File: src/rtl/cdb_arbiter.sv
// cdb_arbiter: three per-source result FIFOs arbitrated round-robin onto one registered common data bus
//   clk_in, rst_in        : system clock, asynchronous active-low reset
//   rdy_in                : global ready; low freezes every register and ignores pushes and _clear
//   _clear                : reorder-buffer flush; empties all queues and drops the bus valid
//   _src_valid_0/1/2      : push strobes (0 = ALU, 1 = branch/JALR, 2 = load/store)
//   _src_rob_id_0/1/2     : destination ROB entry of the pushed result
//   _src_value_0/1/2      : pushed result value
//   _src_full_0/1/2       : queue holds QDEPTH entries; further pushes are dropped
//   _cdb_ready/_rob_id/_value/_src : registered broadcast and index of the winning source
//   _busy                 : any queue non-empty or a broadcast currently on the bus
module cdb_arbiter #(
    parameter int QDEPTH = 2
) (
    input  logic        clk_in,
    input  logic        rst_in,
    input  logic        rdy_in,
    input  logic        _clear,
    input  logic        _src_valid_0,
    input  logic        _src_valid_1,
    input  logic        _src_valid_2,
    input  logic [4:0]  _src_rob_id_0,
    input  logic [4:0]  _src_rob_id_1,
    input  logic [4:0]  _src_rob_id_2,
    input  logic [31:0] _src_value_0,
    input  logic [31:0] _src_value_1,
    input  logic [31:0] _src_value_2,
    output logic        _src_full_0,
    output logic        _src_full_1,
    output logic        _src_full_2,
    output logic        _cdb_ready,
    output logic [4:0]  _cdb_rob_id,
    output logic [31:0] _cdb_value,
    output logic [1:0]  _cdb_src,
    output logic        _busy
);
    localparam int AW = $clog2(QDEPTH);
    localparam logic [AW:0] DEPTH = (AW+1)'(QDEPTH);

    // entry layout: {rob_id, value}
    typedef logic [36:0] entry_t;

    entry_t        mem_q [3][QDEPTH];
    logic [AW-1:0] rd_q [3], rd_d [3], wr_q [3], wr_d [3];
    logic [AW:0]   cnt_q [3], cnt_d [3];
    logic [1:0]    rr_q, rr_d;
    logic          cdb_ready_q, cdb_ready_d;
    logic [4:0]    cdb_id_q, cdb_id_d;
    logic [31:0]   cdb_val_q, cdb_val_d;
    logic [1:0]    cdb_src_q, cdb_src_d;

    logic [2:0] valid, full, nonempty, push, pop;
    entry_t     in_entry [3];
    entry_t     head;
    logic [1:0] c1, c2, win_idx;
    logic       arb_en, flush, grant;

    function automatic logic [1:0] inc3(input logic [1:0] x);
        return (x == 2'd2) ? 2'd0 : x + 2'd1;
    endfunction

    assign valid       = {_src_valid_2, _src_valid_1, _src_valid_0};
    assign in_entry[0] = {_src_rob_id_0, _src_value_0};
    assign in_entry[1] = {_src_rob_id_1, _src_value_1};
    assign in_entry[2] = {_src_rob_id_2, _src_value_2};

    // a stalled pipeline ignores _clear entirely
    assign arb_en = rdy_in && !_clear;
    assign flush  = rdy_in && _clear;

    // round-robin search order starting at rr_q
    assign c1      = inc3(rr_q);
    assign c2      = inc3(c1);
    assign win_idx = nonempty[rr_q] ? rr_q : nonempty[c1] ? c1 : c2;
    assign grant   = arb_en && (|nonempty);
    assign head    = mem_q[win_idx][rd_q[win_idx]];

    always_comb begin
        for (int i = 0; i < 3; i++) begin
            full[i]     = (cnt_q[i] == DEPTH);
            nonempty[i] = (cnt_q[i] != '0);
            push[i]     = valid[i] && !full[i] && arb_en;
            pop[i]      = grant && (win_idx == 2'(i));
            rd_d[i]     = flush ? '0 : rd_q[i] + AW'(pop[i]);
            wr_d[i]     = flush ? '0 : wr_q[i] + AW'(push[i]);
            cnt_d[i]    = flush ? '0 : cnt_q[i] + (AW+1)'(push[i]) - (AW+1)'(pop[i]);
        end
        rr_d        = grant ? inc3(win_idx) : flush ? 2'd0 : rr_q;
        cdb_ready_d = rdy_in ? grant : cdb_ready_q;
        cdb_id_d    = grant ? head[36:32] : cdb_id_q;
        cdb_val_d   = grant ? head[31:0] : cdb_val_q;
        cdb_src_d   = grant ? win_idx : cdb_src_q;
    end

    // storage is left unreset; it is never read while its queue is empty
    always_ff @(posedge clk_in) begin
        for (int i = 0; i < 3; i++)
            if (push[i]) mem_q[i][wr_q[i]] <= in_entry[i];
    end

    always_ff @(posedge clk_in or negedge rst_in) begin
        if (!rst_in) begin
            rd_q        <= '{default: '0};
            wr_q        <= '{default: '0};
            cnt_q       <= '{default: '0};
            rr_q        <= '0;
            cdb_ready_q <= 1'b0;
            cdb_id_q    <= '0;
            cdb_val_q   <= '0;
            cdb_src_q   <= '0;
        end else begin
            rd_q        <= rd_d;
            wr_q        <= wr_d;
            cnt_q       <= cnt_d;
            rr_q        <= rr_d;
            cdb_ready_q <= cdb_ready_d;
            cdb_id_q    <= cdb_id_d;
            cdb_val_q   <= cdb_val_d;
            cdb_src_q   <= cdb_src_d;
        end
    end

    assign _src_full_0 = full[0];
    assign _src_full_1 = full[1];
    assign _src_full_2 = full[2];
    assign _cdb_ready  = cdb_ready_q;
    assign _cdb_rob_id = cdb_id_q;
    assign _cdb_value  = cdb_val_q;
    assign _cdb_src    = cdb_src_q;
    assign _busy       = (|nonempty) || cdb_ready_q;
endmodule

File: config.mk
export PLATFORM = sky130hd
export DESIGN_NAME = cdb_arbiter
export DESIGN_NICKNAME = d
export VERILOG_FILES = /design/src/rtl/cdb_arbiter.sv
export SDC_FILE = /design/constraint.sdc
export NUM_CORES = 1
export LEC_CHECK = 0
export CORE_MARGIN = 3
export CORE_UTILIZATION = 58
export DETAILED_ROUTE_END_ITERATION = 7
export PLACE_DENSITY = 0.85
export SKIP_CTS_REPAIR_TIMING = 1
export SYNTH_ARGS = -nofsm -noshare
export SYNTH_HDL_FRONTEND = slang
export SYNTH_SLANG_ARGS = --single-unit
File: constraint.sdc
create_clock -name clk_in -period 6.05 [get_ports clk_in]
set_clock_uncertainty 0.15 [all_clocks]
set_input_delay 1.815 -clock clk_in [delete_from_list [all_inputs] [get_ports clk_in]]
set_output_delay 1.815 -clock clk_in [all_outputs]
set_load 0.02 [all_outputs]
======== Yosys cells after proc, flatten, opt, wreduce, memory -nomap -nowiden ========
Memories as Yosys holds them, arrays and structs flattened.
Cells that the tools add are included.
word-level totals
  flip-flop bits (word level) ............. 54
  RAM bits ................................ 222
  input port bits ......................... 118
  output and inout bits ................... 44
  logic and storage cells ................. 116
  memories kept ........................... 1
memory list
  name   words  width  read ports  clocked after Yosys merged registers in  write ports  RTL line  RTL
  mem_q  3      74     1           0                                        3            42        entry_t mem_q [3][QDEPTH];
operators by class
  add/sub/neg operators ................... 15
  $lt $le $gt $ge ......................... 10
  equal/unequal tests ..................... 7
  muxes and demuxes ....................... 38
  bitwise gates (word level) .............. 5
  reductions and logical operators ........ 26
operators by type and width
  kind                                                                   count
  37-bit 2-to-1 mux                                                      6
  74-bit 2-to-1 mux                                                      3
  37-bit demux with 1-bit select                                         3
  2-bit 2-to-1 mux                                                       10
  1-bit logical AND                                                      15
  1-bit 2-to-1 mux                                                       13
  2-bit equality test, second input constant                             6
  2-bit greater-or-equal comparator, second input constant               4
  1-bit NOT with 2-bit output                                            4
  2-bit nonzero test                                                     4
  1-bit adder                                                            6
  2-bit by 1-bit adder with 2-bit output                                 3
  2-bit by 1-bit adder with 2-bit output, second input constant          3
  1-bit binary-select mux with 2-bit select                              3
  2-bit by 1-bit < comparator with 1-bit output, second input constant   3
  2-bit by 3-bit < comparator with 1-bit output, second input constant   2
  2-bit by 1-bit subtractor with 2-bit output                            3
  1-bit zero test                                                        4
  3-bit greater-or-equal comparator, second input constant               1
  2-bit NOT with 3-bit output                                            1
  3-bit OR reduction                                                     1
  2-bit by 1-bit equality test with 1-bit output, second input constant  1
  2-bit zero test                                                        1
  1-bit logical OR                                                       1

======== Logic depth before layout (Yosys ltp) ========
Gate-level depths: netlist of the first run.
  word-level depth ........................ 14
  mapped depth ............................ 12
  mapped depth without buffers ............ 10

======== Worst setup path after synthesis of the first run ========
OpenSTA, ideal clock, no wires.
  path type ............................... input -> register
  start ................................... input port _clear
  end ..................................... register cnt_q[3] (netlist bit)
  arrival time ............................ 3.449 ns
  slack ................................... 2.320 ns
  stages on the path ...................... 9
  path buffers ............................ 0
  cell sequence ........................... and2b_1 nand2_1 nor3_1 ha_1 inv_1 ha_1 xor2_1 xnor2_1 nor2_1
RTL lines
  element               RTL line  RTL
  start, declared       17        input logic _clear,
  end signal, assigned  113       cnt_q <= cnt_d;
  end, declared         44        logic [AW:0] cnt_q [3], cnt_d [3];

======== Final worst setup path of the first run ========
  start ................................... register cnt_q[3] (netlist bit)
  end ..................................... output port _busy
between the ends
  cells in the longest elaborated chain, start to end .. 3
ends and longest elaborated chain
  element             RTL line  RTL
  2-bit nonzero test  80        nonempty[i] = (cnt_q[i] != '0);
  3-bit OR reduction  129       assign _busy = (|nonempty) || cdb_ready_q;
  1-bit logical OR    129
  end, declared       34        output logic _busy
No other way between the ends.

==> results of run 1 <==
-- cells by family after synthesis --
logic type | Yosys count | share of synthesized area (%)
flops | 276 | 74.06
simple gates | 188 | 8.206
compound gates | 159 | 9.339
buf+inv | 57 | 2.855
mux | 37 | 3.421
fa+ha+maj | 12 | 1.387
xor+xnor | 9 | 0.7282
-- cells in the final DEF (no fill, tap or decap), types with 6 or more instances in the layout --
cell and instances:
a21oi_1 37, a2bb2oi_1 37, a31oi_1 37, and3_1 37, buf_4 6, clkbuf_1 14, clkbuf_16 27, clkdlybuf4s50_1 160
dfrtp_1 53, edfxtp_1 222, ha_1 6, ha_2 6, inv_1 13, mux2i_1 37, nand2_1 79, nor2_1 49
o21ai_0 22, o21ai_1 17, xnor2_1 6
-- per-stage QoR --
stage	setup slack (ps)	total power [mW]	instances	hold WS [ps]
6_report	2090	6.818	1138	358.9
5_1_grt	1868	7.144	1138	370.0
4_1_cts	2071	6.824	1138	363.2
3_5_place_dp	1574	5.305	1090	328.3
3_3_place_gp	1668	5.238	1090	324.3
2_1_floorplan	2320	4.521	738	359.8
-- cell type report --
| type | instances | area share (%) |
|---|---|---|
| Tap cell | 229 | 2.148 |
| Multi-Input combinational cell | 405 | 19.01 |
| Sequential cell | 276 | 60.12 |
| Inverter | 13 | 0.3659 |
| Clock buffer | 45 | 5.872 |
| Clock inverter | 3 | 0.09381 |
| Timing Repair Buffer | 167 | 12.38 |
-- path summary, 6_finish.rpt --
kind | slack [ps] | startpoint | endpoint
min | 360 | _cdb_src[0] | _cdb_src[0]
max | 2090 | cnt_q[3] | _busy
min reg2reg | 360 | _cdb_src[0] | _cdb_src[0]
max reg2reg | 2710 | cnt_q[5] | _cdb_value[29]
max in group asynchronous | 3910 | rst_in | rd_q[0]
min in group asynchronous | 1300 | rst_in | cnt_q[3]
-- metal layers --
| metal | global-route usage [%] | part of all wire [%] |
|---|---|---|
| met5 | 0 | 0 |
| met2 | 39.12 | 49 |
| met1 | 32.62 | 38 |
| met3 | 4.320 | 9.7 |
| met4 | 10.31 | 3.2 |
-- power groups by stage --
stage	clock network [mW]	logic [mW]	registers, mW
floorplan	0	1.91	2.61
global placement	0	2.71	2.53
detailed placement	0	2.77	2.54
CTS	1.52	2.80	2.50
global route	1.60	3.01	2.53
finish	1.51	2.80	2.51
-- registers in the layout, indices dropped and copies added, names as in the netlist --
signal and count:
mem_q 222, _cdb_src 2, _cdb_ready 1, wr_q 3
_cdb_rob_id 5, cnt_q 6, rr_q 2, rd_q 3
_cdb_value 32
-- Yosys cell counts (all sizes together) --
library cell | number | area [µm²]
a21oi | 37 | 185.2
a2bb2oi | 37 | 324.1
nor4 | 1 | 6.260
nand2 | 79 | 296.5
nor3 | 2 | 21.27
a31o | 2 | 17.52
nor2 | 51 | 210.2
inv | 13 | 48.80
o31a | 1 | 8.760
o21ai | 41 | 212.7
dfrtp | 54 | 1351
buf | 27 | 192.7
xor2 | 3 | 26.28
a21o | 2 | 15.01
and3 | 37 | 231.5
nor3b | 1 | 7.510
nand3 | 5 | 30.03
or3b | 1 | 8.760
o21a | 2 | 16.27
mux2i | 37 | 370.4
nand2b | 3 | 18.77
edfxtp | 222 | 6666
ha | 12 | 150.1
or3 | 1 | 11.26
and2b | 2 | 15.01
a31oi | 37 | 231.5
and2 | 5 | 31.28
clkbuf | 17 | 67.57
xnor2 | 6 | 52.55
==> run_results.csv, run 1 <==
group,metric,value,unit
grt,grt_start_max_net_pins,76,
timing,hold_violations,0,
worst_hold_path,hp-class,"flop to flop",
critical_path,crit_path_start_kind,"flop",
placed_design,port_buffers,161,
detailed_routing,drtIter0Drc,645,
power_and_ir_drop,max-vdd-ir-drop,0.0004022,V
timing,finalSetupViolCount,0,
final_layout,finish.utilization,73.50,%
critical_path,critPathTopFamily,"buffers and inverters",
logic_synthesis,syn_area_per_cell,14.67,µm²
critical_path,path_cells,"nor4_1 -> nand3_1 -> clkdlybuf4s50_1",
power_and_ir_drop,p_per_area,511.1,nW/µm²
timing,rsz0062_at_grt,"false",
logic_synthesis,synth_seq_area_share,74.06,%
clock_network,clock_latency,510,ps
critical_path,rr_worst_depth,7,
die,start_util,59.65,%
final_layout,fillerInstances,1113,
die,coreArea,18150,µm²
timing,fmax,0.2525,GHz
timing,max_slew_margin,25.82,%
final_layout,syn2layout_area_growth,23.21,%
critical_path,crit_required,4090,ps
timing,setup_tns,0,ps
power_and_ir_drop,combPwrFrac,41.1,%
detailed_routing,firstDrtPassIters,5,
final_layout,nets,1019,
placed_design,globalplace.congestion,0.7947,
die,die_y,142.6,µm
final_layout,stdcell_area,13340,µm²
power_and_ir_drop,seq_power_share,36.8,%
detailed_routing,drcViolationCount,0,
final_layout,diodes,0,
placed_design,place_area,12540,µm²
logic_synthesis,synth_cells,738,
clock_network,clockBufferDepth,3,
critical_path,critical_path_class,"flop to output port",
clock_network,cts_root_buf,"clkbuf_16",
grt,grt_pass1_vias,7067,
power_and_ir_drop,swShare,36.48,%
timing,fin_crit,3960,ps
logic_synthesis,synth_seq_cells,276,
clock_network,cts_tree,"done",
critical_path,critPathBufInv,1,
critical_path,slowest_stage,"clkdlybuf4s50_1",
critical_path,cp_max_fo,4,
grt,grt_pass1_wl,37540,µm
logic_synthesis,ys_warn_count,0,
power_and_ir_drop,intPower,4.331,mW
logic_synthesis,syn_nets,868,
die,dieArea,20340,µm²
clock_network,clkTransAtPathRegs,60,ps
critical_path,cp.arrival,2000,ps
die,die_w,142.6,µm
grt,grt_antenna_before_repair,0,
timing,final_max_slew_viol_count,0,
final_layout,regArea,8019,µm²
clock_network,cts_buffers,26,
detailed_routing,drtAntennaViolNets,0,
timing,fin_crit_sh,65.46,%
timing,worstMarginPinSlew,1113,ps
logic_synthesis,yosysUniqueCellTypes,40,
detailed_routing,wl,24930,µm
clock_network,cts_sinks,276,
die,rows,49,
power_and_ir_drop,clkPwrFrac,22.1,%
clock_network,cts_max_level,1,
detailed_routing,vias_per_cell,6.004,
power_and_ir_drop,p_leak,4.902,nW
worst_hold_path,holdPathStages,1,
logic_synthesis,synthesis.area,10830,µm²
flow_run,cap_violations,0,
grt,grt_overflow,0,
placed_design,dpl.hpwl,14790,µm
status,outcome,"finished clean",
final_layout,drive_above_1_share,6.381,%
die,ios,162,
critical_path,cpPeakStageDelay,550,ps
grt,grt_use_total,24.13,%
detailed_routing,num_vias,6833,
final_layout,multi_input_area,2536,µm²
power_and_ir_drop,power.net_switching,2.487,mW
critical_path,cp-end-kind,"output port",
critical_path,cp_num_cells,3,
detailed_routing,post_drt_wl_per_cell,21.91,µm
Power figures use the tool's default switching activity.
==> inputs of run 2 (changes only) <==
- CORE_UTILIZATION: 58 -> 54
- PLACE_DENSITY: 0.85 -> 0.8
- clock period: 6.05 -> 3.8 ns (I/O delays scaled with it)
==> run_results.csv, run 2 (same netlist as run 1, synthesis figures left out) <==
group,metric,value,unit
clock_network,clkTransAtPathRegs,60,ps
grt,grt_use_total,23.36,%
power_and_ir_drop,p_leak,5.082,nW
placed_design,globalplace.congestion,0.8016,
critical_path,cp.arrival,2010,ps
timing,fmax,0.3033,GHz
power_and_ir_drop,power.total,11.33,mW
clock_network,clockBufferDepth,3,
final_layout,syn2layout_area_growth,26.46,%
grt,grt_util_met1,31.09,%
critical_path,path_cells,"nor4_1 -> nand3_1 -> clkdlybuf4s50_1",
critical_path,cp_max_fo,4,
timing,max_slew_margin,41.14,%
final_layout,final_common_cell,"edfxtp_1",
detailed_routing,post_drt_wl_per_cell,21.50,µm
placed_design,port_buffers,161,
timing,fin_crit_sh,86.76,%
critical_path,r2r_end,"_cdb_rob_id[1]",
power_and_ir_drop,p_per_area,827.3,nW/µm²
critical_path,cp-end-kind,"output port",
timing,whs,334.2,ps
clock_network,cts_buffers,27,
critical_path,reg2reg_slack,800,ps
die,ios,162,
critical_path,crit_path_start,"cnt_q[3]",
clock_network,cts_tree,"done",
timing,rsz0062_at_grt,"false",
timing,worstMarginPinSlew,882.8,ps
flow_run,cap_violations,0,
grt,met3_usage,3.863,%
timing,fin_crit,3297,ps
detailed_routing,firstDrtPassIters,5,
grt,grt_start_max_net_pins,75,
power_and_ir_drop,max-vdd-ir-drop,0.0008140,V
critical_path,critPathTopFamily,"buffers and inverters",
placed_design,dp.cells,1142,
die,die_y,147.6,µm
critical_path,endpoint,"_busy",
grt,grt_antenna_before_repair,3,
grt,top_usage_layer,"met2",
timing,fin_ws,503.0,ps
grt,grt_pass1_vias,6913,
final_layout,mostFrequentLayoutCells,"edfxtp_1, clkdlybuf4s50_1, nand2_1",
placed_design,place_area,12740,µm²
die,dieArea,21780,µm²
critical_path,crit_path_start_kind,"flop",
detailed_routing,drtAntennaViolNets,0,
die,start_util,55.26,%
die,coreArea,19590,µm²
status,outcome,"finished clean",
final_layout,fillerInstances,1301,
timing,setup_tns,0,ps
worst_hold_path,hp-class,"flop to flop",
placed_design,dpl.hpwl,15390,µm
grt,grt_pass1_wl,39010,µm
critical_path,slowest_stage,"clkdlybuf4s50_1",
timing,final_max_slew_viol_count,0,
final_layout,stdcell_area,13690,µm²
clock_network,cts_max_level,1,
critical_path,crit_required,2510,ps
grt,grt_util_met2,39.57,%
timing,hold_violations,0,
critical_path,critPathBufInv,1,
final_layout,drive_above_1_share,9.169,%
detailed_routing,drtIter0Drc,650,
critical_path,critical_path_class,"flop to output port",
die,rows,51,
detailed_routing,vias_per_cell,5.679,
final_layout,finish.utilization,69.88,%
final_layout,nets,1036,
detailed_routing,wl,25690,µm
critical_path,cpPeakStageDelay,550,ps
die,die_w,147.6,µm
timing,finalSetupViolCount,0,
clock_network,cts_root_buf,"clkbuf_16",
critical_path,cp_num_cells,3,
critical_path,reg2reg_from,"rr_q[0]",
placed_design,dpl_worst_slack,240.3,ps
clock_network,cts_sinks,276,
final_layout,largest_reg_flops,222,
detailed_routing,drcViolationCount,0,
grt,grt_overflow,0,
clock_network,clock_latency,530,ps
critical_path,rr_worst_depth,8,
worst_hold_path,holdPathStages,1,
detailed_routing,num_vias,6786,
final_layout,final_cells,1195,
run 2: cell count changes in the layout (fill, tap and decap cells not counted):
cell | previous run | this run
clkbuf_1 | 14 | 5
clkbuf_8 | 4 | 8
diode_2 | 0 | 3
bufinv_16 | 0 | 2
clkbuf_16 | 27 | 28
clkinv_2 | 1 | 5
inv_16 | 0 | 1
buf_12 | 0 | 3
buf_4 | 6 | 19
dfrtp_1 | 53 | 54
dfrtp_2 | 1 | 0
clkinv_1 | 2 | 1
run 2: power by group:
group	internal [mW]	leakage (nW)	total, mW	switching, mW
combinational	1.91	1.97	4.67	2.76
clock	1.65	0.468	2.73	1.08
sequential	3.67	2.64	3.93	0.253
total	7.23	5.08	11.3	4.10
run 2: metal layers:
metal	part of all wire, %	up-vias
met5	0	-
met4	2.5	0
met3	7.5	46
met2	50	309
met1	40	3334
li1	-	3097
run 2: layout make-up:
| class | count | area, µm² | area share (%) |
|---|---|---|---|
| antenna | 3 | 7.507 | 0.05484 |
| clock buffer | 41 | 829.5 | 6.060 |
| clock inverter | 9 | 108.9 | 0.7952 |
| inverter | 13 | 48.80 | 0.3565 |
| multi-input combinational | 405 | 2536 | 18.53 |
| sequential | 276 | 8018 | 58.57 |
| tap | 265 | 331.6 | 2.422 |
| timing repair buffer | 183 | 1809 | 13.22 |
run 2: how the worst min path moves through the flow:
stage               slack [ps]           to   startpoint
floorplan                  360      rd_q[1]      rd_q[1]
global placement           350  _cdb_src[1]  _cdb_src[1]
detailed placement         330  _cdb_src[1]  _cdb_src[1]
CTS                        340  _cdb_src[1]  _cdb_src[1]
global route               370  _cdb_src[1]  _cdb_src[1]
finish                     330  _cdb_src[1]  _cdb_src[1]
